**src/rtl/fp16_pkg.sv**
```systemverilog
// Shared fp16 number conventions for the divider and the registered multiplier:
// field widths, special encodings, operand classes and divider FSM states.
package fp16_pkg;

   localparam int FP16_EXP_W = 5;
   localparam int FP16_MAN_W = 10;
   localparam int FP16_BIAS  = 15;

   localparam logic [15:0] FP16_QNAN    = 16'h7E00;
   localparam logic [4:0]  FP16_EXP_MAX = 5'h1F;

   // Operand class; subnormals are folded into ZERO (flush-to-zero).
   typedef enum logic [1:0] {
      CLS_ZERO   = 2'd0,
      CLS_NORMAL = 2'd1,
      CLS_INF    = 2'd2,
      CLS_NAN    = 2'd3
   } cls_e;

   // Divider sequencing states.
   typedef enum logic [1:0] {
      ST_IDLE = 2'd0,
      ST_DIV  = 2'd1,
      ST_NORM = 2'd2,
      ST_DONE = 2'd3
   } state_e;

   // Classify an fp16 operand from its exponent and stored mantissa.
   function automatic cls_e fp16_classify(input logic [4:0] exp_f, input logic [9:0] man_f);
      cls_e c;
      if (exp_f == 5'd0)
         c = CLS_ZERO;
      else if (exp_f == FP16_EXP_MAX)
         c = (man_f == 10'd0) ? CLS_INF : CLS_NAN;
      else
         c = CLS_NORMAL;
      return c;
   endfunction

endpackage

```
**src/rtl/fp16_mant_div_step.sv**
```systemverilog
// One restoring-division step on the 11-bit significands: compare, conditionally
// subtract, then shift the partial remainder left for the next quotient bit.
module fp16_mant_div_step (
   input  logic [11:0] rem,
   input  logic [10:0] mb,
   output logic        qbit,
   output logic [11:0] next_rem
);

   logic [11:0] diff;

   // Remainder stays below 2*mb, so the shifted value always fits in 12 bits.
   always_comb begin
      qbit     = (rem >= {1'b0, mb});
      diff     = qbit ? (rem - {1'b0, mb}) : rem;
      next_rem = diff << 1;
   end

endmodule

```
**src/rtl/fp16_divider.sv**
```systemverilog
// Sequential fp16 divider: out = A / B, one quotient bit per clock using a
// restoring mantissa divider. Truncating rounding, subnormals flushed to zero.
// Handshake: a start seen while busy=0 (IDLE or DONE) is accepted on that edge;
// busy stays high until the result edge, where done pulses for one cycle and
// out is updated; out then holds until the next done. Start is ignored while busy.
module fp16_divider
   import fp16_pkg::*;
#(
   parameter int EXP_W = FP16_EXP_W,
   parameter int MAN_W = FP16_MAN_W,
   parameter int BIAS  = FP16_BIAS
) (
   input  logic        CLK,
   input  logic        RESETn,
   input  logic        start,
   input  logic [15:0] A,
   input  logic [15:0] B,
   output logic        busy,
   output logic        done,
   output logic [15:0] out,
   output logic [1:0]  dbg_state
);

   localparam logic [1:0] S_IDLE = 2'(ST_IDLE);
   localparam logic [1:0] S_DIV  = 2'(ST_DIV);
   localparam logic [1:0] S_NORM = 2'(ST_NORM);
   localparam logic [1:0] S_DONE = 2'(ST_DONE);

   logic [1:0]       state;
   logic [3:0]       cnt;
   logic             sign;
   logic [EXP_W-1:0] ea;
   logic [EXP_W-1:0] eb;
   logic [MAN_W:0]   mb;
   logic [MAN_W+1:0] rem;
   logic [MAN_W+1:0] q;
   cls_e             cls_a;
   cls_e             cls_b;

   logic             step_qbit;
   logic [MAN_W+1:0] step_rem;

   logic [6:0]       e_val;
   logic [MAN_W-1:0] mant;
   logic [15:0]      res;

   assign dbg_state = state;

   fp16_mant_div_step u_step (
      .rem      (rem),
      .mb       (mb),
      .qbit     (step_qbit),
      .next_rem (step_rem)
   );

   // Normalise the quotient, apply range limits, then let special operand
   // classes override the arithmetic result.
   always_comb begin
      e_val = 7'(ea) - 7'(eb) + 7'(BIAS) - (q[MAN_W+1] ? 7'd0 : 7'd1);
      mant  = q[MAN_W+1] ? q[MAN_W:1] : q[MAN_W-1:0];
      res   = {sign, e_val[EXP_W-1:0], mant};
      if (e_val[6] || (e_val == 7'd0))
         res = {sign, 15'h0000};
      else if (e_val >= 7'd31)
         res = {sign, FP16_EXP_MAX, 10'h000};

      if ((cls_a == CLS_NAN) || (cls_b == CLS_NAN) ||
          ((cls_a == CLS_ZERO) && (cls_b == CLS_ZERO)) ||
          ((cls_a == CLS_INF)  && (cls_b == CLS_INF)))
         res = FP16_QNAN;
      else if ((cls_b == CLS_ZERO) || (cls_a == CLS_INF))
         res = {sign, FP16_EXP_MAX, 10'h000};
      else if ((cls_a == CLS_ZERO) || (cls_b == CLS_INF))
         res = {sign, 15'h0000};
   end

   // Control FSM, iteration counter, datapath capture and the output register.
   always_ff @(posedge CLK or negedge RESETn) begin
      if (!RESETn) begin
         state <= S_IDLE;
         cnt   <= 4'd0;
         sign  <= 1'b0;
         ea    <= '0;
         eb    <= '0;
         mb    <= '0;
         rem   <= '0;
         q     <= '0;
         cls_a <= CLS_ZERO;
         cls_b <= CLS_ZERO;
         busy  <= 1'b0;
         done  <= 1'b0;
         out   <= 16'h0000;
      end else begin
         done <= 1'b0;
         case (state)
            S_IDLE, S_DONE: begin
               if (start) begin
                  sign  <= A[15] ^ B[15];
                  ea    <= A[14:10];
                  eb    <= B[14:10];
                  rem   <= {1'b0, 1'b1, A[9:0]};
                  mb    <= {1'b1, B[9:0]};
                  cls_a <= fp16_classify(A[14:10], A[9:0]);
                  cls_b <= fp16_classify(B[14:10], B[9:0]);
                  q     <= '0;
                  cnt   <= 4'd11;
                  busy  <= 1'b1;
                  state <= S_DIV;
               end else begin
                  state <= S_IDLE;
               end
            end
            S_DIV: begin
               q[cnt] <= step_qbit;
               rem    <= step_rem;
               if (cnt == 4'd0)
                  state <= S_NORM;
               else
                  cnt <= cnt - 4'd1;
            end
            S_NORM: begin
               out   <= res;
               done  <= 1'b1;
               busy  <= 1'b0;
               state <= S_DONE;
            end
            default: begin
               state <= S_IDLE;
            end
         endcase
      end
   end

endmodule

```
**config.mk**
```make
export PLATFORM = sky130hd
export DESIGN_NAME = fp16_divider
export DESIGN_NICKNAME = d
export VERILOG_FILES = /design/src/rtl/fp16_pkg.sv /design/src/rtl/fp16_mant_div_step.sv /design/src/rtl/fp16_divider.sv
export SDC_FILE = /design/constraint.sdc
export NUM_CORES = 1
export LEC_CHECK = 0
export ABC_AREA = 1
export CAP_MARGIN = 10
export CORE_MARGIN = 3
export CORE_UTILIZATION = 46
export DETAILED_ROUTE_END_ITERATION = 7
export PLACE_DENSITY_LB_ADDON = 0.25
export SYNTH_ARGS = -nofsm -noshare
export SYNTH_HDL_FRONTEND = slang
export SYNTH_SLANG_ARGS = --single-unit
```
**constraint.sdc**
```tcl
create_clock -name CLK -period 3.6 [get_ports CLK]
set_clock_uncertainty 0.1 [all_clocks]
set_input_delay 0.54 -clock CLK [delete_from_list [all_inputs] [get_ports CLK]]
set_output_delay 0.54 -clock CLK [all_outputs]
set_load 0.03 [all_outputs]
```
# Word level (Yosys, flattened, before mapping)

Index checks and enable logic that the tools add are counted.

$lt $le $gt $ge: 4
$add $sub $neg: 5
Bitwise gates (word level): 1
Reductions and logical operators: 25
Equal/unequal tests: 12
Multiplexer cells: 30

Operators by type and width:

| cell                | number |
|---|---|
| $mux 15             | 4 |
| $pmux 12 s2         | 2 |
| $mux 12             | 2 |
| $logic_not 10->1    | 2 |
| $mux 16             | 1 |
| $bwmux 12           | 1 |
| $eq 2x2->1 const B  | 6 |
| $ge 12x11->1        | 1 |
| $mux 11             | 1 |
| $sub 11x11->11      | 1 |
| $eq 5x5->1 const B  | 2 |
| $logic_not 5->1     | 2 |
| $mux 10             | 1 |
| $mux 2              | 5 |
| $mux 4              | 2 |
| $pmux 4 s2          | 1 |
| $add 6x5->7 const B | 1 |
| $ge 7x5->1 const B  | 1 |
| $logic_not 7->1     | 1 |
| $mux 1              | 7 |
| $sub 7x1->7         | 1 |
| $logic_not 2->1     | 3 |
| $logic_or 1x1->1    | 6 |
| $ne 2x2->1 const B  | 3 |
| other kinds (15)    | 20 |

Input port bits: 35
Output and inout port bits: 20
Register bits after elaboration: 74
Logic and storage cells: 90

# Depth between registers and ports, before layout

Gate-level depths: netlist of run 1.

Depth after elaboration: 9
Mapped depth: 20

# By module

A second synthesis of run 1 with hierarchy kept.

Cell total of the unflattened synthesis: 655
Area, all modules: 5041.1 um^2

Modules (own cells, without submodules):

| module             | area each (um^2) | cells each | instances |
|---|---|---|---|
| fp16_divider       | 4057.6           | 488        | 1 |
| fp16_mant_div_step | 983.4            | 167        | 1 |

# Worst setup path after synthesis of run 1

OpenSTA, ideal clock, no wires.

Path type: register to register
Start point: register eb[0]
End point: register out[13]
Required time: 3.423 ns
Cell stages (with the launch flop): 16
Library setup time: 0.077 ns
Data arrival time: 2.553 ns
Slack: 0.869 ns
Cells stage by stage: dfrtp_1 > ha_1 > fa_1 > ha_1 > inv_1 > fa_1 > inv_1 > nand3_1 > nand2_1 > nand3_2 > nand3_2 > nand2_1 > nand2_2 > buf_6 > nand2_1 > a21oi_1

Cells in the longest elaborated chain, start to end: 9

RTL lines:

| element                                       | RTL line                               | text |
|---|---|---|
| start: declaration                            | fp16_divider.sv:33                     | `logic [EXP_W-1:0] eb;` |
| start signal: assignment                      | fp16_divider.sv:100                    | `eb <= B[14:10];` |
| $sub 5x5->6 (*)                               | fp16_divider.sv:59                     | `e_val = 7'(ea) - 7'(eb) + 7'(BIAS) - (q[MAN_W+1] ? 7'd0 : 7'd1);` |
| $add 6x5->7 (*)                               | fp16_divider.sv:59                     |  |
| $sub 7x1->7 (*)                               | fp16_divider.sv:59                     |  |
| $ge 7x5->1 or $logic_not 7->1 (tied branches) | fp16_divider.sv:64, fp16_divider.sv:62 |  |
| $mux 15 or $logic_or 1x1->1 (tied branches)   | fp16_divider.sv:64, fp16_divider.sv:62 |  |
| $mux 15 (*)                                   | fp16_divider.sv:62                     | `if (e_val[6] \|\| (e_val == 7'd0))` |
| $mux 15 (*)                                   | fp16_divider.sv:73                     | `else if ((cls_a == CLS_ZERO) \|\| (cls_b == CLS_INF))` |
| $mux 15 (*)                                   | fp16_divider.sv:71                     | `else if ((cls_b == CLS_ZERO) \|\| (cls_a == CLS_INF))` |
| $mux 16 (*)                                   | fp16_divider.sv:67                     | `if ((cls_a == CLS_NAN) \|\| (cls_b == CLS_NAN) \|\|` |
| end signal: assignment                        | fp16_divider.sv:122                    | `out <= res;` |
| end: declaration                              | fp16_divider.sv:20                     | `output logic [15:0] out,` |

Mark *: on every way between the ends. The rest lies on a longest branch, timed or not.
A chain may end at the register's enable or synchronous reset.

# Final worst setup path of run 1

Start point: register eb[0]
End point: register out[11]

Same word-level chain as after synthesis.

==> run summary, run 1 <==
CTS clk-pin slew, worst paths: 0.08 ns
Post-synth top cells: nand2_1 (164), inv_1 (87), dfrtp_1 (74)
Slew @ Worst Pin: 0.713 ns
reg2reg path depth: 14
synth-to-layout area growth: 19.0%
# fillers: 922
Synth cell types: 44
vias after detailed routing: 4203
Max Cap Viol: 0
Hold-fix buffers, CTS: 0
dominant synthesized flop cell: dfrtp_1
ys async rst share: 100%
register bit count reported by yosys: 74
setup TNS: 0 ns
share of the synthesized area in the top cell type: 39.9%
worst hold slack: 0.119 ns
Via density: 5.14
Syn Inst Count: 626
Worst Setup End Kind: flip-flop
nets: 745
Final Hold Fails: 0
fin crit share: 82.7%
number of setup violations in the final report: 0
Worst path most repeated cell: nand2_1
TritonRoute pass-1 iters: 5
number of flops mapped to enable cells by yosys: 0
drt drc: 0
DRT iter0 DRCs: 239
synthesized area: 4640 um^2
largest net degree at the start of global routing: 49
Die Width: 106 um
Routed WL: 11000 um
Inserted Clock Buffers: 9
GP Congestion: 0.868
Reg-to-Reg End: out[11]
critical path, cell by cell: ha_1 -> fa_1 -> ha_1 -> inv_1 -> fa_1 -> inv_1 -> nand3_1 -> nand2_1 -> nand3_2 -> nand3_2 -> nand2_1 -> nand2_2 -> nand2_1 -> a21oi_1
Sink Count: 74
die area: 11300 um^2
CP Launch Type: flip-flop
Core Region: 9770 um^2
min Tclk post-route: 2.98 ns
CTS H-tree lvls: 3
Detail Route Antenna Nets: 0
CTS tree: built
Synth area leaders: dfrtp_1 (40%), nand2_1 (13%), ha_1 (7.6%)
ratio of cells with drive above 1 in the final layout: 5.70%
CP peak stage delay: 0.55 ns
Tot GR Track Use: 20.2%
gr ovfl total: 0
Root Buffer: clkbuf_8
Hold/Removal Path Class: input port to async pin
Site Rows: 36
RR Startpoint: eb[0]
Starting Density: 47.4%
R2R Setup Slk: 0.62 ns
Die Ht: 106 um
most common cell in the netlist: nand2_1
I/O pins: 55
clk_lat worst skew: 0.35 ns
Post-Syn Nets: 692
post-synthesis area per instance: 7.41 um^2
vias in the first global route: 4103
Critical Path RT: 3.77 ns
Setup crit end: out[11]
n_diodes: 0
initial antenna violation count: 0
area occupied by multi-input gates: 2370 um^2
Yosys top cell by area: dfrtp_1
WL/cell: 13.4 um
RSZ-0062 raised after global routing: no
first-pass GRT wire length: 18700 um
outcome: finished, final reports clean
HPWL Detailed: 8290 um
YS warnings: 0
port bufs: 54
f_max: 336 MHz
Crit Path Category: flip-flop to flip-flop
Clock Tree Buf Depth: 2
Setup Buffers After CTS: 0
Seq/Total Area, Yosys: 39.9%
crit path launch: eb[0]
Slowest cell on crit path: fa_1
Slew HR: 52.4%
register area: 1850 um^2
Critical Path AT: 3.15 ns
CTS resizes: 0
Util after Layout: 56.5%
Crit Path Max Fanout: 14
Max Slew Vio Count: 0
==> final cells by class <==
cell class,instances,share of cell area (%)
Multi-Input combinational cell,443,42.9
Timing Repair Buffer,61,10.9
Inverter,90,6.12
Clock inverter,6,1.22
Sequential cell,74,33.6
Tap cell,133,3.02
Clock buffer,10,2.31
==> through the flow <==
stage          cells  cell area [um^2]  setup slack, ns
3_3_place_gp     801              5320            0.719
6_report         817              5520            0.621
5_1_grt          817              5520            0.387
2_1_floorplan    626              4640            0.869
3_5_place_dp     801              5320            0.645
4_1_cts          817              5520            0.619
==> worst min path at each step <==
stage	end	slack, ns	cells past startpoint
after detailed placement	mb[10]	0.35	2
after global routing	rem[3]	0.15	1
after global placement	mb[10]	0.34	2
after CTS	rem[3]	0.13	1
final	ea[3]	0.12	1
after floorplan	busy	0.14	0
==> kinds of logic (layout without fill, tap and decap cells) <==
group                      count (synthesis)  in the layout  synth area share [%]
and+or+nand+nor                          293            293                  27.2
xor gates and xnor gates                   9              9                  1.86
AOI/OAI and AO/OA                        109            109                  12.8
adders and majority gates                 31             31                  8.85
muxes                                      1              1                 0.243
buffers and inverters                    109            167                  9.04
DFF                                       74             74                  39.9
==> worst max-delay path: cells and delay by family (launching register included) <==
kind | cells | cell delay, ns
and+or+nand+nor | 7 | 0.79
adders and majority gates | 4 | 1.33
AOI/OAI and AO/OA | 1 | 0.13
DFF | 1 | 0.40
buffers and inverters | 2 | 0.14
==> routing by layer <==
metal  GRT usage, %  wire length, um  up-vias  part of all wire (%)
li1               -                -     2135                     -
met1           26.5             5110     1952                    47
met2           34.7             5180      105                    47
met3           3.89              543       11                   5.0
met4           4.44              131        0                   1.2
met5              0                0        -                     0
==> sequential cells by signal, indices dropped and copies added (netlist names) <==
name and cells:
out 16, q 12, rem 12, mb 11, ea 5, eb 5, cnt 4, cls_a 2
cls_b 2, dbg_state 2, busy 1, done 1, sign 1
==> cell usage in the layout (no fill, tap or decap), types with 3 or more instances in the layout <==
cell	instances
clkbuf_8	9
nand3_2	4
o22ai_1	4
nor2_1	50
nand4_1	3
a21oi_1	39
ha_1	28
xnor2_1	3
xor2_1	5
o21ai_1	4
dfrtp_1	74
nand3_1	52
fa_1	3
nor3_1	7
buf_4	6
clkdlybuf4s50_1	53
nand2_2	3
inv_1	87
nor4_1	4
nand2_1	164
o21ai_0	47
Power of run 1 is left out: the tool's default activity adds up to more than one toggle a clock period on the data nets, which glitch-free logic cannot reach.
==> run 2, diff against run 1 <==
clock period = 2.6 ns   (was 3.6 ns; I/O delays follow)
==> run summary, run 2 (same netlist as run 1, synthesis figures left out) <==
Worst Setup End Kind: flip-flop (unchanged)
CP Launch Type: flip-flop (unchanged)
fin crit share: 107% (was 82.7%)
Clock Tree Buf Depth: 2 (unchanged)
Slew HR: 63.2% (was 52.4%)
failing checks: negative setup slack
R2R Setup Slk: -0.19 ns (was 0.62 ns)
Util after Layout: 61.6% (was 56.5%)
ratio of cells with drive above 1 in the final layout: 15.0% (was 5.70%)
CTS H-tree lvls: 3 (unchanged)
Die Width: 106 um (unchanged)
Reg-to-Reg End: out[3] (was out[11])
Routed WL: 11500 um (was 11000 um)
HPWL Detailed: 8520 um (was 8290 um)
Sink Count: 74 (unchanged)
drt drc: 0 (unchanged)
die area: 11300 um^2 (unchanged)
DRT iter0 DRCs: 222 (was 239)
Inserted Clock Buffers: 9 (unchanged)
commonest non-fill, non-tap cell in the layout: nand2_1 (unchanged)
f_max: 358 MHz (was 336 MHz)
Root Buffer: clkbuf_8 (unchanged)
dpl ws: -0.251 ns (was 0.645 ns)
port bufs: 54 (unchanged)
setup ws final: -0.194 ns (was 0.621 ns)
GP Congestion: 0.870 (was 0.868)
n_diodes: 0 (unchanged)
nets: 781 (was 745)
Detail Route Antenna Nets: 0 (unchanged)
Core Region: 9770 um^2 (unchanged)
Crit Path Max Fanout: 7 (was 14)
min Tclk post-route: 2.79 ns (was 2.98 ns)
largest net degree at the start of global routing: 53 (was 49)
Slew @ Worst Pin: 0.552 ns (was 0.713 ns)
top flop regs: out (16), q (12), rem (12) (unchanged)
Via density: 5.13 (was 5.14)
max reg flops: 16 (unchanged)
outcome: complete, but fails checks (was finished, final reports clean)
vias after detailed routing: 4367 (was 4203)
CTS tree: built (unchanged)
number of cells after detailed placement: 828 (was 801)
RSZ-0062 raised after global routing: yes (was no)
TritonRoute pass-1 iters: 5 (unchanged)
Critical Path AT: 2.96 ns (was 3.15 ns)
Tot GR Track Use: 21.1% (was 20.2%)
most frequent cells in the layout: nand2_1 (160), inv_1 (84), dfrtp_1 (74), clkdlybuf4s50_1 (53), o21ai_0 (47) (was nand2_1 (164), inv_1 (87), dfrtp_1 (74), clkdlybuf4s50_1 (53), nand3_1 (52))
Final Hold Fails: 0 (unchanged)
Die Ht: 106 um (unchanged)
Hold/Removal Path Class: flip-flop to flip-flop (was input port to async pin)
Critical Path RT: 2.77 ns (was 3.77 ns)
worst hold slack: 0.367 ns (was 0.119 ns)
WL/cell: 13.4 um (about the same)
hold path depth: 2
fin cells: 852 (was 817)
initial antenna violation count: 0 (unchanged)
gr ovfl total: 0 (unchanged)
first-pass GRT wire length: 19300 um (was 18700 um)
Crit Path Category: flip-flop to flip-flop (unchanged)
clk_lat worst skew: 0.37 ns (was 0.35 ns)
Reg with most FFs: out (unchanged)
I/O pins: 55 (unchanged)
Max Cap Viol: 0 (unchanged)
Starting Density: 47.4% (unchanged)
Site Rows: 36 (unchanged)
reg2reg path depth: 10 (was 14)
CTS clk-pin slew, worst paths: 0.08 ns (about the same)
Max Slew Vio Count: 0 (unchanged)
vias in the first global route: 4235 (was 4103)
synth-to-layout area growth: 29.8% (was 19.0%)
RR Startpoint: eb[0] (unchanged)
Hold Crit Start: mb[10]
WHS Endpoint: mb[10]
number of setup violations in the final report: 14 (was 0)
## run 2: cell types whose count changed in the layout (fill, tap and decap cells not counted), moves of 4 or more
cell,delta
buf_4,+30
ha_1,-4
nand3_2,+4
nor2_1,-5
a21oi_1,-5
nand3_1,-6
a21oi_2,+4
nand2_1,-4
## run 2: worst max-delay path by stage
stage | start | endpoint | slack, ns | cells after the start
after detailed placement | start | cnt[3] | -0.25 | 9
after CTS | eb[0] | out[12] | -0.17 | 15
after global placement | start | cnt[3] | -0.21 | 9
after global routing | eb[0] | out[6] | -0.29 | 16
after floorplan | eb[0] | out[13] | -0.07 | 15
final | eb[0] | out[3] | -0.19 | 10
## run 2: area by class of cell
cell class                      instances  area (um^2)
Fill cell                             876         3750
Multi-Input combinational cell        444         2580
Sequential cell                        74         1850
Timing Repair Buffer                   96          890
Inverter                               90          338
Tap cell                              133          166
Clock buffer                            9          124
Clock inverter                          6         67.6
## run 2: metal layers
layer / vias up / part of all wire [%] / track usage, %
met5: - / 0 / 0
met4: 0 / 2.0 / 7.31
met3: 22 / 3.9 / 4.25
met2: 99 / 49 / 35.0
met1: 2034 / 46 / 27.5
li1: 2212 / - / -
## run 2: critical path, stage by stage (launching register included)
cell	delay [ns]
dfrtp_1	0.39
ha_2	0.19
fa_2	0.58
ha_4	0.15
inv_2	0.04
fa_2	0.57
nand3_2	0.12
o21ai_4	0.25
nand2_2	0.15
nand3_1	0.12
nand2_1	0.05
## run 2: through the flow
stage	TNS, ns	instance area [um^2]
6_report	-2.36	6020
3_3_place_gp	-3.27	5560
4_1_cts	-1.58	5830
5_1_grt	-3.84	6020
3_5_place_dp	-4.42	5560
2_1_floorplan	-0.712	4670
## run 2: timing repair
item / 4_1_cts / 5_1_grt
setup endpoints to repair: 30 / 37
hold buffers: 1 / 0
pin swaps: 16 / 19
setup buffers: 4 / 2
gates cloned: 0 / 2
resized for setup: 10 / 31
hold endpoints to repair: 74 / 0
Power of run 2 is left out for the same reason.
==> run 3, diff against run 2 <==
ABC_CLOCK_PERIOD_IN_PS = 2500   (was unset)
clock period = 2.5 ns   (was 2.6 ns; I/O delays follow)
==> run summary, run 3 (same netlist as run 1, synthesis figures left out) <==
RSZ-0062 raised after global routing: yes (unchanged)
fin crit share: 113% (was 107%)
Hold/Removal Path Class: flip-flop to flip-flop (unchanged)
Slowest cell on crit path: fa_2 (unchanged)
min Tclk post-route: 2.82 ns (was 2.79 ns)
vias after detailed routing: 4519 (was 4367)
outcome: complete, but fails checks (unchanged)
Final Hold Fails: 0 (unchanged)
metal3 WL: 555 um (was 442 um)
die area: 11300 um^2 (unchanged)
Clock Tree Buf Depth: 2 (unchanged)
WL met1: 5220 um (about the same)
largest net degree at the start of global routing: 34 (was 53)
clk_lat worst skew: 0.37 ns (about the same)
CP delay by family, top: adder cells (unchanged)
I/O pins: 55 (unchanged)
CP peak stage delay: 0.60 ns (was 0.58 ns)
vias in the first global route: 4458 (was 4235)
gr ovfl total: 0 (unchanged)
CTS tree: built (unchanged)
port bufs: 54 (unchanged)
Worst Setup End Kind: flip-flop (unchanged)
most frequent cells in the layout: nand2_1 (160), inv_1 (84), dfrtp_1 (74), clkdlybuf4s50_1 (53), nand3_1 (50) (was nand2_1 (160), inv_1 (84), dfrtp_1 (74), clkdlybuf4s50_1 (53), o21ai_0 (47))
commonest non-fill, non-tap cell in the layout: nand2_1 (unchanged)
setup ws final: -0.322 ns (was -0.194 ns)
crit path launch: eb[0] (unchanged)
Routed WL: 12000 um (was 11500 um)
highest routed layer: met4 (unchanged)
Critical Path RT: 2.66 ns (was 2.77 ns)
Sink Count: 74 (unchanged)
number of setup violations in the final report: 15 (was 14)
nets: 794 (was 781)
critical path, cell by cell: ha_4 -> fa_2 -> xnor2_4 -> buf_4 -> fa_2 -> nand3_1 -> o21ai_2 -> nand2_2 -> nand3_1 -> nand2_1 (was ha_2 -> fa_2 -> ha_4 -> inv_2 -> fa_2 -> nand3_2 -> o21ai_4 -> nand2_2 -> nand3_1 -> nand2_1)
CTS clk-pin slew, worst paths: 0.09 ns (was 0.08 ns)
DRT iter0 DRCs: 228 (was 222)
GP Congestion: 0.898 (was 0.870)
Max Slew Vio Count: 0 (unchanged)
max reg flops: 16 (unchanged)
Inserted Clock Buffers: 9 (unchanged)
n_diodes: 0 (unchanged)
Die Width: 106 um (unchanged)
Stages on worst setup path: 10 (unchanged)
Buffers & Inverters on Critical Path: 1 (unchanged)
Site Rows: 36 (unchanged)
RR Startpoint: eb[0] (unchanged)
synth-to-layout area growth: 32.1% (was 29.8%)
initial antenna violation count: 0 (unchanged)
ratio of cells with drive above 1 in the final layout: 16.4% (was 15.0%)
f_max: 354 MHz (was 358 MHz)
Via density: 5.22 (was 5.13)
TritonRoute pass-1 iters: 5 (unchanged)
drt drc: 0 (unchanged)
setup TNS: -4.27 ns (was -2.36 ns)
Reg with most FFs: out (unchanged)
Root Buffer: clkbuf_8 (unchanged)
HPWL Detailed: 8780 um (was 8520 um)
Slew @ Worst Pin: 0.765 ns (was 0.552 ns)
R2R Setup Slk: -0.32 ns (was -0.19 ns)
Die Ht: 106 um (unchanged)
CTS H-tree lvls: 3 (unchanged)
routed wl met2: 5970 um (was 5560 um)
Slew HR: 49.0% (was 63.2%)
Core Region: 9770 um^2 (unchanged)
Starting Density: 47.4% (unchanged)
first-pass GRT wire length: 20200 um (was 19300 um)
Max Cap Viol: 0 (unchanged)
Tot GR Track Use: 22.1% (was 21.1%)
reg2reg path depth: 10 (unchanged)
Setup crit end: out[7] (was out[3])
CP Launch Type: flip-flop (unchanged)
Detail Route Antenna Nets: 0 (unchanged)
Critical Path AT: 2.98 ns (was 2.96 ns)
WL/cell: 13.9 um (was 13.4 um)
Reg-to-Reg End: out[7] (was out[3])
Crit Path Max Fanout: 7 (unchanged)
Hold Crit Start: mb[10] (unchanged)
top flop regs: out (16), q (12), rem (12) (unchanged)
Crit Path Category: flip-flop to flip-flop (unchanged)
failing checks: negative setup slack (unchanged)
[run 3: worst min-delay path by stage]
stage                  end  slack, ns  cells after the start
floorplan             busy      -0.02                      0
global placement    mb[10]       0.34                      2
detailed placement  mb[10]       0.35                      2
CTS                 mb[10]       0.37                      2
global route        mb[10]       0.41                      2
finish              mb[10]       0.36                      2
[run 3: worst min-delay path: stages, from the launching register on]
cell,delay (ns)
dfrtp_1,0.33
inv_1,0.05
nand2_1,0.05
[run 3: layout make-up]
| class | instances | area (um^2) |
|---|---|---|
| Fill cell | 888 | 3650 |
| Tap cell | 133 | 166 |
| Clock inverter | 6 | 73.8 |
| Multi-Input combinational cell | 444 | 2570 |
| Inverter | 90 | 338 |
| Clock buffer | 10 | 138 |
| Sequential cell | 74 | 1850 |
| Timing Repair Buffer | 109 | 991 |
[run 3: timing repair]
| action | in CTS | in global routing |
|---|---|---|
| hold buffers | 1 | 0 |
| hold endpoints to repair | 9 | 0 |
| setup buffers | 4 | 2 |
| pin swaps | 9 | 23 |
| resized for setup | 11 | 30 |
| gates cloned | 0 | 1 |
| endpoints found under the setup margin | 15 | 34 |
[run 3: per-layer routing]
layer / track usage (%) / vias up
li1: - / 2238
met1: 27.9 / 2140
met2: 37.9 / 119
met3: 2.98 / 22
met4: 9.81 / 0
met5: 0 / -
[run 3: metrics by stage]
stage	hold slack, ns	util, %	setup WS (ns)	cells	cell area (um^2)
final	0.361	62.7	-0.322	866	6120
after global routing	0.406	62.7	-0.417	866	6120
after CTS	0.368	61.1	-0.204	863	5970
after detailed placement	0.347	58.1	-0.330	842	5680
after global placement	0.344	58.1	-0.237	842	5680
after floorplan	-0.0206	-	-0.170	626	4670
Power of run 3 is left out for the same reason.
